**src/rtl/bridge_bus_arbiter.sv**
```systemverilog
// bridge_bus_arbiter: round-robin sharing of the bridge CPU port between two req/ack masters.
// Each access holds the bus for RD_LAT cycles, then acks the owner for one cycle.
module bridge_bus_arbiter #(
  parameter int AW     = 32,
  parameter int DW     = 32,
  parameter int RD_LAT = 1
) (
  input  logic          clk,
  input  logic          rst_n,
  input  logic          m0_req,
  input  logic          m0_we,
  input  logic [AW-1:0] m0_addr,
  input  logic [DW-1:0] m0_wdata,
  output logic          m0_ack,
  output logic [DW-1:0] m0_rdata,
  input  logic          m1_req,
  input  logic          m1_we,
  input  logic [AW-1:0] m1_addr,
  input  logic [DW-1:0] m1_wdata,
  output logic          m1_ack,
  output logic [DW-1:0] m1_rdata,
  output logic [AW-1:0] bus_addr,
  output logic          bus_we,
  output logic [DW-1:0] bus_wdata,
  input  logic [DW-1:0] bus_rdata,
  output logic          busy,
  output logic          owner
);
  typedef enum logic [1:0] {IDLE, ACCESS, DONE} state_t;
  localparam logic [3:0] LP_CNT = 4'(RD_LAT - 1);
  state_t        r_state, w_state;
  logic [3:0]    r_cnt, w_cnt;
  logic          r_last, w_last, r_owner, w_owner, w_win;
  logic          r_bus_we, w_bus_we, r_busy, w_busy;
  logic          r_m0_ack, w_m0_ack, r_m1_ack, w_m1_ack;
  logic [AW-1:0] r_bus_addr, w_bus_addr;
  logic [DW-1:0] r_bus_wdata, w_bus_wdata;
  logic [DW-1:0] r_m0_rdata, w_m0_rdata, r_m1_rdata, w_m1_rdata;
  always_comb begin
    w_win       = (m0_req & m1_req) ? ~r_last : m1_req;
    w_state     = r_state;
    w_cnt       = r_cnt;
    w_last      = r_last;
    w_owner     = r_owner;
    w_bus_addr  = r_bus_addr;
    w_bus_wdata = r_bus_wdata;
    w_bus_we    = 1'b0;
    w_m0_ack    = 1'b0;
    w_m1_ack    = 1'b0;
    w_m0_rdata  = r_m0_rdata;
    w_m1_rdata  = r_m1_rdata;
    case (r_state)
      IDLE: if (m0_req | m1_req) begin
        w_state     = ACCESS;
        w_cnt       = LP_CNT;
        w_last      = w_win;
        w_owner     = w_win;
        w_bus_addr  = w_win ? m1_addr : m0_addr;
        w_bus_wdata = w_win ? m1_wdata : m0_wdata;
        w_bus_we    = w_win ? m1_we : m0_we;
      end
      ACCESS: if (r_cnt != 4'd0) begin
        w_cnt = r_cnt - 4'd1;
      end else begin
        w_state    = DONE;
        w_m0_ack   = ~r_owner;
        w_m1_ack   = r_owner;
        w_m0_rdata = r_owner ? r_m0_rdata : bus_rdata;
        w_m1_rdata = r_owner ? bus_rdata : r_m1_rdata;
      end
      default: w_state = IDLE;
    endcase
    w_busy = (w_state != IDLE);
  end
  always_ff @(posedge clk or negedge rst_n) begin
    if (!rst_n) begin
      r_state     <= IDLE;
      r_cnt       <= 4'd0;
      r_last      <= 1'b1;
      r_owner     <= 1'b0;
      r_bus_addr  <= '0;
      r_bus_wdata <= '0;
      r_bus_we    <= 1'b0;
      r_busy      <= 1'b0;
      r_m0_ack    <= 1'b0;
      r_m1_ack    <= 1'b0;
      r_m0_rdata  <= '0;
      r_m1_rdata  <= '0;
    end else begin
      r_state     <= w_state;
      r_cnt       <= w_cnt;
      r_last      <= w_last;
      r_owner     <= w_owner;
      r_bus_addr  <= w_bus_addr;
      r_bus_wdata <= w_bus_wdata;
      r_bus_we    <= w_bus_we;
      r_busy      <= w_busy;
      r_m0_ack    <= w_m0_ack;
      r_m1_ack    <= w_m1_ack;
      r_m0_rdata  <= w_m0_rdata;
      r_m1_rdata  <= w_m1_rdata;
    end
  end
  assign m0_ack    = r_m0_ack;
  assign m1_ack    = r_m1_ack;
  assign m0_rdata  = r_m0_rdata;
  assign m1_rdata  = r_m1_rdata;
  assign bus_addr  = r_bus_addr;
  assign bus_we    = r_bus_we;
  assign bus_wdata = r_bus_wdata;
  assign busy      = r_busy;
  assign owner     = r_owner;
endmodule

```
**config.mk**
```make
export PLATFORM = sky130hd
export DESIGN_NAME = bridge_bus_arbiter
export DESIGN_NICKNAME = d
export VERILOG_FILES = /design/src/rtl/bridge_bus_arbiter.sv
export SDC_FILE = /design/constraint.sdc
export NUM_CORES = 1
export LEC_CHECK = 0
export CAP_MARGIN = 20
export CORE_ASPECT_RATIO = 1.1
export CORE_MARGIN = 5
export CORE_UTILIZATION = 39
export CTS_CLUSTER_SIZE = 30
export DETAILED_ROUTE_END_ITERATION = 6
export PLACE_DENSITY = 0.79
export SYNTH_ARGS = -nofsm -noshare
export SYNTH_HDL_FRONTEND = slang
export SYNTH_SLANG_ARGS = --single-unit
```
**constraint.sdc**
```tcl
create_clock -name clk -period 2.9 [get_ports clk]
set_clock_uncertainty 0.2 [all_clocks]
set_input_delay 0.435 -clock clk [delete_from_list [all_inputs] [get_ports clk]]
set_output_delay 0.435 -clock clk [all_outputs]
set_load 0.02 [all_outputs]
```
==> results.py, run 1 <==
metrics = {
    "timing": {
        "timing.final.setup_violations": 0,
        "unrepaired_setup_endpoints_after_global_routing": "no",
        "final_period_minus_worst_setup_slack_ps": 2570,
        "final_hold_slack_ps": 304,
        "max_slew.worst_pin.slew_ps": 593,
        "final-hold-violation-count": 0,
        "maxSlewViolCount": 0,
        "setup_tns_ps": 0,
        "max_freq_mhz": 389,
        "slew_headroom_pct": 60.5,
        "min_period_over_period_pct": 88.7,
    },
    "clocking": {
        "cts_max_level": 4,
        "cts_num_sinks": 140,
        "cts_repair_resize_count": 0,
        "cts_tree": "yes",
        "clock_insertion_delay_at_the_later_pin_of_the_skew_report_ps": 410,
        "cts-buffers-inserted": 17,
        "cts_max_path_buffers": 2,
        "hold_buffers": 1,
        "cts.root.buffer_cell": "clkbuf_16",
        "post_cts_buffers": 0,
        "clk_transition_reported_paths_ps": 60,
    },
    "placement": {
        "port_buffers": 298,
        "routabilityCongestion": 0.876,
        "placed_cell_area_sq_um": 9260,
        "hpwlAfterDp_um": 14100,
    },
    "synth": {
        "syn_area_sq_um": 6070,
        "synth.net_count": 649,
        "postSynthRegisterBits": 140,
        "synth_top_area_share_pct": 57.3,
        "synth_top_cells_by_area": "dfrtp_1 (57%), a2bb2oi_1 (9.2%), a211oi_1 (7.9%)",
        "synth_edf_count": 0,
        "synth_async_sr_flop_share_pct": 100,
        "ys_warn_count": 0,
        "ys_seq_area_share_pct": 57.7,
        "xor_xnor_share_of_the_synthesized_area_pct": 0,
        "yosys.area.top_type": "dfrtp_1",
        "postSynth.topFlopCell": "dfrtp_1",
        "post_synth_inst_count": 481,
        "synth_top_family_by_area": "compound AO/OA/AOI/OAI gates",
        "syn-mean-instance-area_sq_um": 12.6,
        "synth_compound_gate_area_share_pct": 18.6,
        "post_synth_and_or_nand_nor_area_fraction_pct": 5.69,
        "synth_adder_area_share_pct": 0.412,
        "synthDistinctLibCells": 32,
        "yosys-mux-area-fraction_pct": 13.8,
    },
    "global_routing": {
        "grt_max_degree": 68,
        "first_global_vias": 5596,
        "global_route.overflow_total": 0,
        "grt_pass1_wl_um": 30200,
        "antenna_found_initial": 0,
        "globalRouteTotalUtil_pct": 21.1,
    },
    "critical_path": {
        "cp_max_fo": 33,
        "start_kind": "register",
        "reg2reg_slack_ps": 330,
        "worstPathRequired_ps": 2990,
        "worst-setup-path-type": "register to register",
        "timing.critical_path.arrival_ps": 2660,
        "setup.worst_path.end_class": "register",
    },
    "final_layout": {
        "diodes": 0,
        "layout.cells.most_common": "clkdlybuf4s50_1",
        "drive_above_1_share_pct": 15.1,
        "nNetsFinal": 934,
        "final_cell_area_sq_um": 9910,
        "layout_common_cells": "clkdlybuf4s50_1 (297), dfrtp_1 (139), nand2_1 (67)",
        "layout-area-overhead-vs-synth_pct": 63.1,
    },
    "detailed_routing": {
        "drt_wl_total_um": 19400,
        "dr_total_vias": 5196,
        "detail_route.iter0.violations": 235,
        "route.detailed.drc": 0,
        "detail_route.wl_per_cell_um": 19.9,
        "detail-route-antenna-nets": 0,
        "drtPass1Iterations": 6,
        "route.detailed.vias_per_inst": 5.33,
    },
    "floorplan": {
        "coreArea_sq_um": 15200,
        "ioPinCount": 299,
        "die_h_um": 141,
        "design.die.area_sq_um": 18200,
        "start_util_pct": 40.0,
        "num_rows": 47,
        "floorplan.die.width_um": 129,
    },
    "job": {
        "maxCapViolCount": 0,
    },
    "status": {
        "status": "finished, final reports clean",
    },
    "power": {
        "total_leakage_power_nw": 4.17,
        "power_density_nw_per_um2": 1220,
        "max-vdd-ir-drop_v": 0.000642,
    },
    "min_path": {
        "hold_class": "register to register",
    },
}
==> cell families after synthesis <==
| family | after synthesis |
|---|---|
| AO/OA/AOI/OAI | 142 |
| adder cells (fa/ha/maj) | 2 |
| buffers and inverters | 49 |
| flip-flops | 140 |
| multiplexers | 65 |
| AND/OR/NAND/NOR | 83 |
==> per-layer routing <==
metal	global-route usage, %	share of wire, %	vias to the layer above
met1	25.9	40	2525
met3	5.15	8.0	34
li1	-	-	2352
met4	6.85	2.1	0
met5	0	0	-
met2	36.4	50	285
==> sequential cells by signal, indices dropped and copies added (netlist names) <==
register   count
bus_addr      32
bus_wdata     32
m0_rdata      32
m1_rdata      32
r_cnt          4
r_state        2
bus_we         1
busy           1
m0_ack         1
m1_ack         1
owner          1
r_last         1
==> power breakdown <==
group	internal, mW	switching [mW]	leakage [nW]
clock	1.46	0.869	0.312
combinational	3.27	2.94	2.23
sequential	2.96	0.623	1.63
total	7.69	4.43	4.17
==> metrics by stage <==
step                      util, %  cells  total power, mW  worst slack [ps]
after floorplan                 -    481             6.99               682
after global placement       61.0    942             9.65               455
after detailed placement     61.0    942             9.82               370
after CTS                    65.3    975             12.2               343
after global routing         65.3    975             12.8               256
final                        65.3    975             12.1               329
==> critical path, cell delays in order (launching register included) <==
cell	delay [ps]
dfrtp_1	380
inv_1	120
ha_1	220
or3b_1	400
or3_2	420
buf_4	320
mux2_4	370
==> synth_stat cells, drive strengths merged, types with 2 or more instances <==
cell	n
a211oi	64
a21oi	2
a2bb2oi	64
buf	15
clkbuf	30
dfrtp	139
ha	2
inv	4
mux2	65
nand2	67
nor2	3
nor2b	2
nor3	2
o21ai	6
or2	2
==> area by class of cell <==
type | count | area, sq um
fillers | 1111 | 5270
well taps | 196 | 245
clock inverters | 15 | 213
flip-flops and latches | 140 | 3500
inverters | 4 | 15.0
repair buffers | 311 | 3130
multi-input cells | 292 | 2370
clock buffers | 17 | 425
==> final timing paths <==
path / from / cells after the start / end
min in group asynchronous: rst_n / 2 / m0_rdata[10]$_DFFE_PN0P_
min reg2reg: m1_rdata[12]$_DFFE_PN0P_ / 1 / m1_rdata[12]$_DFFE_PN0P_
max in group asynchronous: rst_n / 3 / m1_rdata[29]$_DFFE_PN0P_
max reg2reg: r_cnt[0]$_DFFE_PN0P_ / 6 / m0_rdata[27]$_DFFE_PN0P_
min: m1_rdata[12]$_DFFE_PN0P_ / 1 / m1_rdata[12]$_DFFE_PN0P_
max: r_cnt[0]$_DFFE_PN0P_ / 6 / m0_rdata[27]$_DFFE_PN0P_
Power figures use the tool's default switching activity.
==> run 2: changes to the inputs <==
--- a/config.mk
+++ b/config.mk
@@ -5,9 +5,11 @@
 export SDC_FILE = /design/constraint.sdc
 export NUM_CORES = 1
 export LEC_CHECK = 0
+export ABC_AREA = 1
+export ABC_CLOCK_PERIOD_IN_PS = 2900
 export CAP_MARGIN = 20
 export CORE_ASPECT_RATIO = 1.1
-export CORE_MARGIN = 5
+export CORE_MARGIN = 2
 export CORE_UTILIZATION = 39
 export CTS_CLUSTER_SIZE = 30
 export DETAILED_ROUTE_END_ITERATION = 6
==> run 2 against run 1 <==
Flip-flop and latch count unchanged. Clock power decreased by 9.0%. Setup slack improved by 420 ps. Synthesized cell count increased by 34%. Count of clock-buffer cells in the layout increased by 4. Design area decreased by 2.8%. Register-to-register slack improved by 420 ps. Area after synthesis decreased by 2.1%. Critical path depth decreased by 1.
==> results.py, run 2 <==
metrics = {
    "floorplan": {
        "start_util_pct": 39.7,
        "design.die.area_sq_um": 16300,
        "coreArea_sq_um": 15000,
        "ioPinCount": 299,
        "die_h_um": 134,
        "num_rows": 47,
        "floorplan.die.width_um": 122,
    },
    "synth": {
        "synth_edf_count": 0,
        "ys_top_cells_by_count": "dfrtp_1 (139), nand2_1 (138), o21ai_0 (88)",
        "post-synth-top-count-cell": "dfrtp_1",
        "ys_seq_area_share_pct": 58.9,
        "post_synth_inst_count": 644,
        "postSynthRegisterBits": 140,
        "postSynth.topFlopCell": "dfrtp_1",
        "syn_area_sq_um": 5950,
        "synth_async_sr_flop_share_pct": 100,
        "synth_top_area_share_pct": 58.5,
        "ys_warn_count": 0,
        "yosys.area.top_type": "dfrtp_1",
        "syn-mean-instance-area_sq_um": 9.23,
        "synthDistinctLibCells": 22,
        "synth_top_cells_by_area": "dfrtp_1 (58%), nand2_1 (8.7%), o21ai_0 (7.4%)",
        "synth.net_count": 812,
    },
    "placement": {
        "port_buffers": 298,
        "routabilityCongestion": 0.802,
        "pre_cts_slack_ps": 379,
        "placed_cell_area_sq_um": 9030,
        "hpwlAfterDp_um": 13500,
        "dp_cells": 1103,
    },
    "timing": {
        "maxSlewViolCount": 0,
        "final_period_minus_worst_setup_slack_ps": 2160,
        "worst_slack_ps": 744,
        "timing.final.setup_violations": 0,
        "min_period_over_period_pct": 74.3,
        "slew_headroom_pct": 38.6,
        "max_slew.worst_pin.slew_ps": 921,
        "final-hold-violation-count": 0,
        "max_freq_mhz": 464,
        "unrepaired_setup_endpoints_after_global_routing": "no",
        "final_hold_slack_ps": 278,
        "setup_tns_ps": 0,
    },
    "critical_path": {
        "cp_max_fo": 66,
        "worstPathRequired_ps": 3050,
        "setup.worst_path.end_class": "register",
        "start_kind": "register",
        "worst-setup-path-type": "register to register",
        "timing.critical_path.arrival_ps": 2300,
    },
    "clocking": {
        "cts_max_level": 4,
        "cts.root.buffer_cell": "clkbuf_16",
        "cts_max_path_buffers": 2,
        "cts-buffers-inserted": 17,
        "cts_tree": "yes",
        "clock_insertion_delay_at_the_later_pin_of_the_skew_report_ps": 410,
        "cts_num_sinks": 140,
        "clk_transition_reported_paths_ps": 60,
    },
    "global_routing": {
        "grt_pass1_wl_um": 29300,
        "first_global_vias": 5410,
        "antenna_found_initial": 5,
        "global_route.overflow_total": 0,
        "grt_max_degree": 71,
        "globalRouteTotalUtil_pct": 23.5,
    },
    "final_layout": {
        "regArea_sq_um": 3500,
        "final-instance-count-excl-fill": 1139,
        "final_cell_area_sq_um": 9630,
        "layout-area-overhead-vs-synth_pct": 62.0,
        "nNetsFinal": 1095,
        "layout.cells.most_common": "clkdlybuf4s50_1",
        "drive_above_1_share_pct": 8.62,
        "multi_input_gate_area_sq_um": 2010,
        "layout_common_cells": "clkdlybuf4s50_1 (297), dfrtp_1 (139), nand2_1 (137)",
        "fillCellCount": 1257,
    },
    "detailed_routing": {
        "detail_route.wl_per_cell_um": 16.4,
        "route.detailed.vias_per_inst": 4.83,
        "drtPass1Iterations": 4,
        "drt_wl_total_um": 18700,
        "dr_total_vias": 5501,
        "detail-route-antenna-nets": 0,
        "detail_route.iter0.violations": 303,
        "route.detailed.drc": 0,
    },
    "status": {
        "status": "finished, final reports clean",
    },
    "job": {
        "maxCapViolCount": 0,
    },
    "min_path": {
        "hold_class": "register to register",
    },
    "power": {
        "power_density_nw_per_um2": 1160,
        "total_leakage_power_nw": 4.27,
        "max-vdd-ir-drop_v": 0.000582,
    },
}
-- run 2: cell type report --
class,count,area share [%]
repair buffers,306,32.4
inverters,42,1.64
flip-flops and latches,140,36.4
diodes,3,0.0779
well taps,196,2.55
multi-input cells,420,20.8
clock buffers,21,4.99
clock inverters,11,1.12
-- run 2: metrics by stage --
stage	total power, mW	util (%)
6_report	11.2	64.2
3_3_place_gp	8.99	60.2
3_5_place_dp	9.12	60.2
4_1_cts	11.3	64.2
5_1_grt	11.9	64.2
2_1_floorplan	6.52	-
-- run 2: power breakdown --
| group | leakage, nW | switching, mW | internal (mW) | total [mW] |
|---|---|---|---|---|
| logic | 2.29 | 3.07 | 2.51 | 5.58 |
| registers | 1.71 | 0.531 | 2.94 | 3.47 |
| clock network | 0.275 | 0.840 | 1.28 | 2.12 |
| total | 4.27 | 4.44 | 6.73 | 11.2 |
-- run 2: repair_timing --
item,CTS,global route
endpoints found under the hold margin,55,0
resized for setup,0,0
hold buffers,1,0
setup buffers,0,0
-- run 2: path summary, 6_finish.rpt --
check / to / from / cells past startpoint / slack (ps)
setup / recovery: bus_wdata[7]$_DFFE_PN0P_ / r_state[1]$_DFF_PN0_ / 5 / 740
hold / removal: m1_rdata[1]$_DFFE_PN0P_ / m1_rdata[1]$_DFFE_PN0P_ / 2 / 280
setup reg to reg: bus_wdata[7]$_DFFE_PN0P_ / r_state[1]$_DFF_PN0_ / 5 / 740
hold reg to reg: m1_rdata[1]$_DFFE_PN0P_ / m1_rdata[1]$_DFFE_PN0P_ / 2 / 280
max in group asynchronous: m1_rdata[16]$_DFFE_PN0P_ / rst_n / 3 / 1400
min in group asynchronous: m1_rdata[23]$_DFFE_PN0P_ / rst_n / 2 / 370
-- run 2: kinds of logic after synthesis --
| group | count (synthesis) | share of synthesized area [%] |
|---|---|---|
| and+or+nand+nor | 220 | 14.4 |
| xor gates and xnor gates | 1 | 0.147 |
| adders and majority gates | 2 | 0.421 |
| DFF | 140 | 58.9 |
| AOI/OAI and AO/OA | 197 | 18.6 |
| buffers and inverters | 84 | 7.49 |
-- run 2: per-layer routing --
metal	wire length, um	vias to the layer above	global-route usage, %
met5	25	-	0
met4	587	4	9.77
met3	1890	39	9.89
met2	8730	247	36.7
met1	7500	2554	28.6
li1	-	2657	-
-- run 2: worst max-delay path, stage by stage, from the launching register on --
cell	delay [ps]
dfrtp_1	400
nor2_1	230
o21ai_4	110
inv_2	670
o21ai_0	260
o21ai_1	190
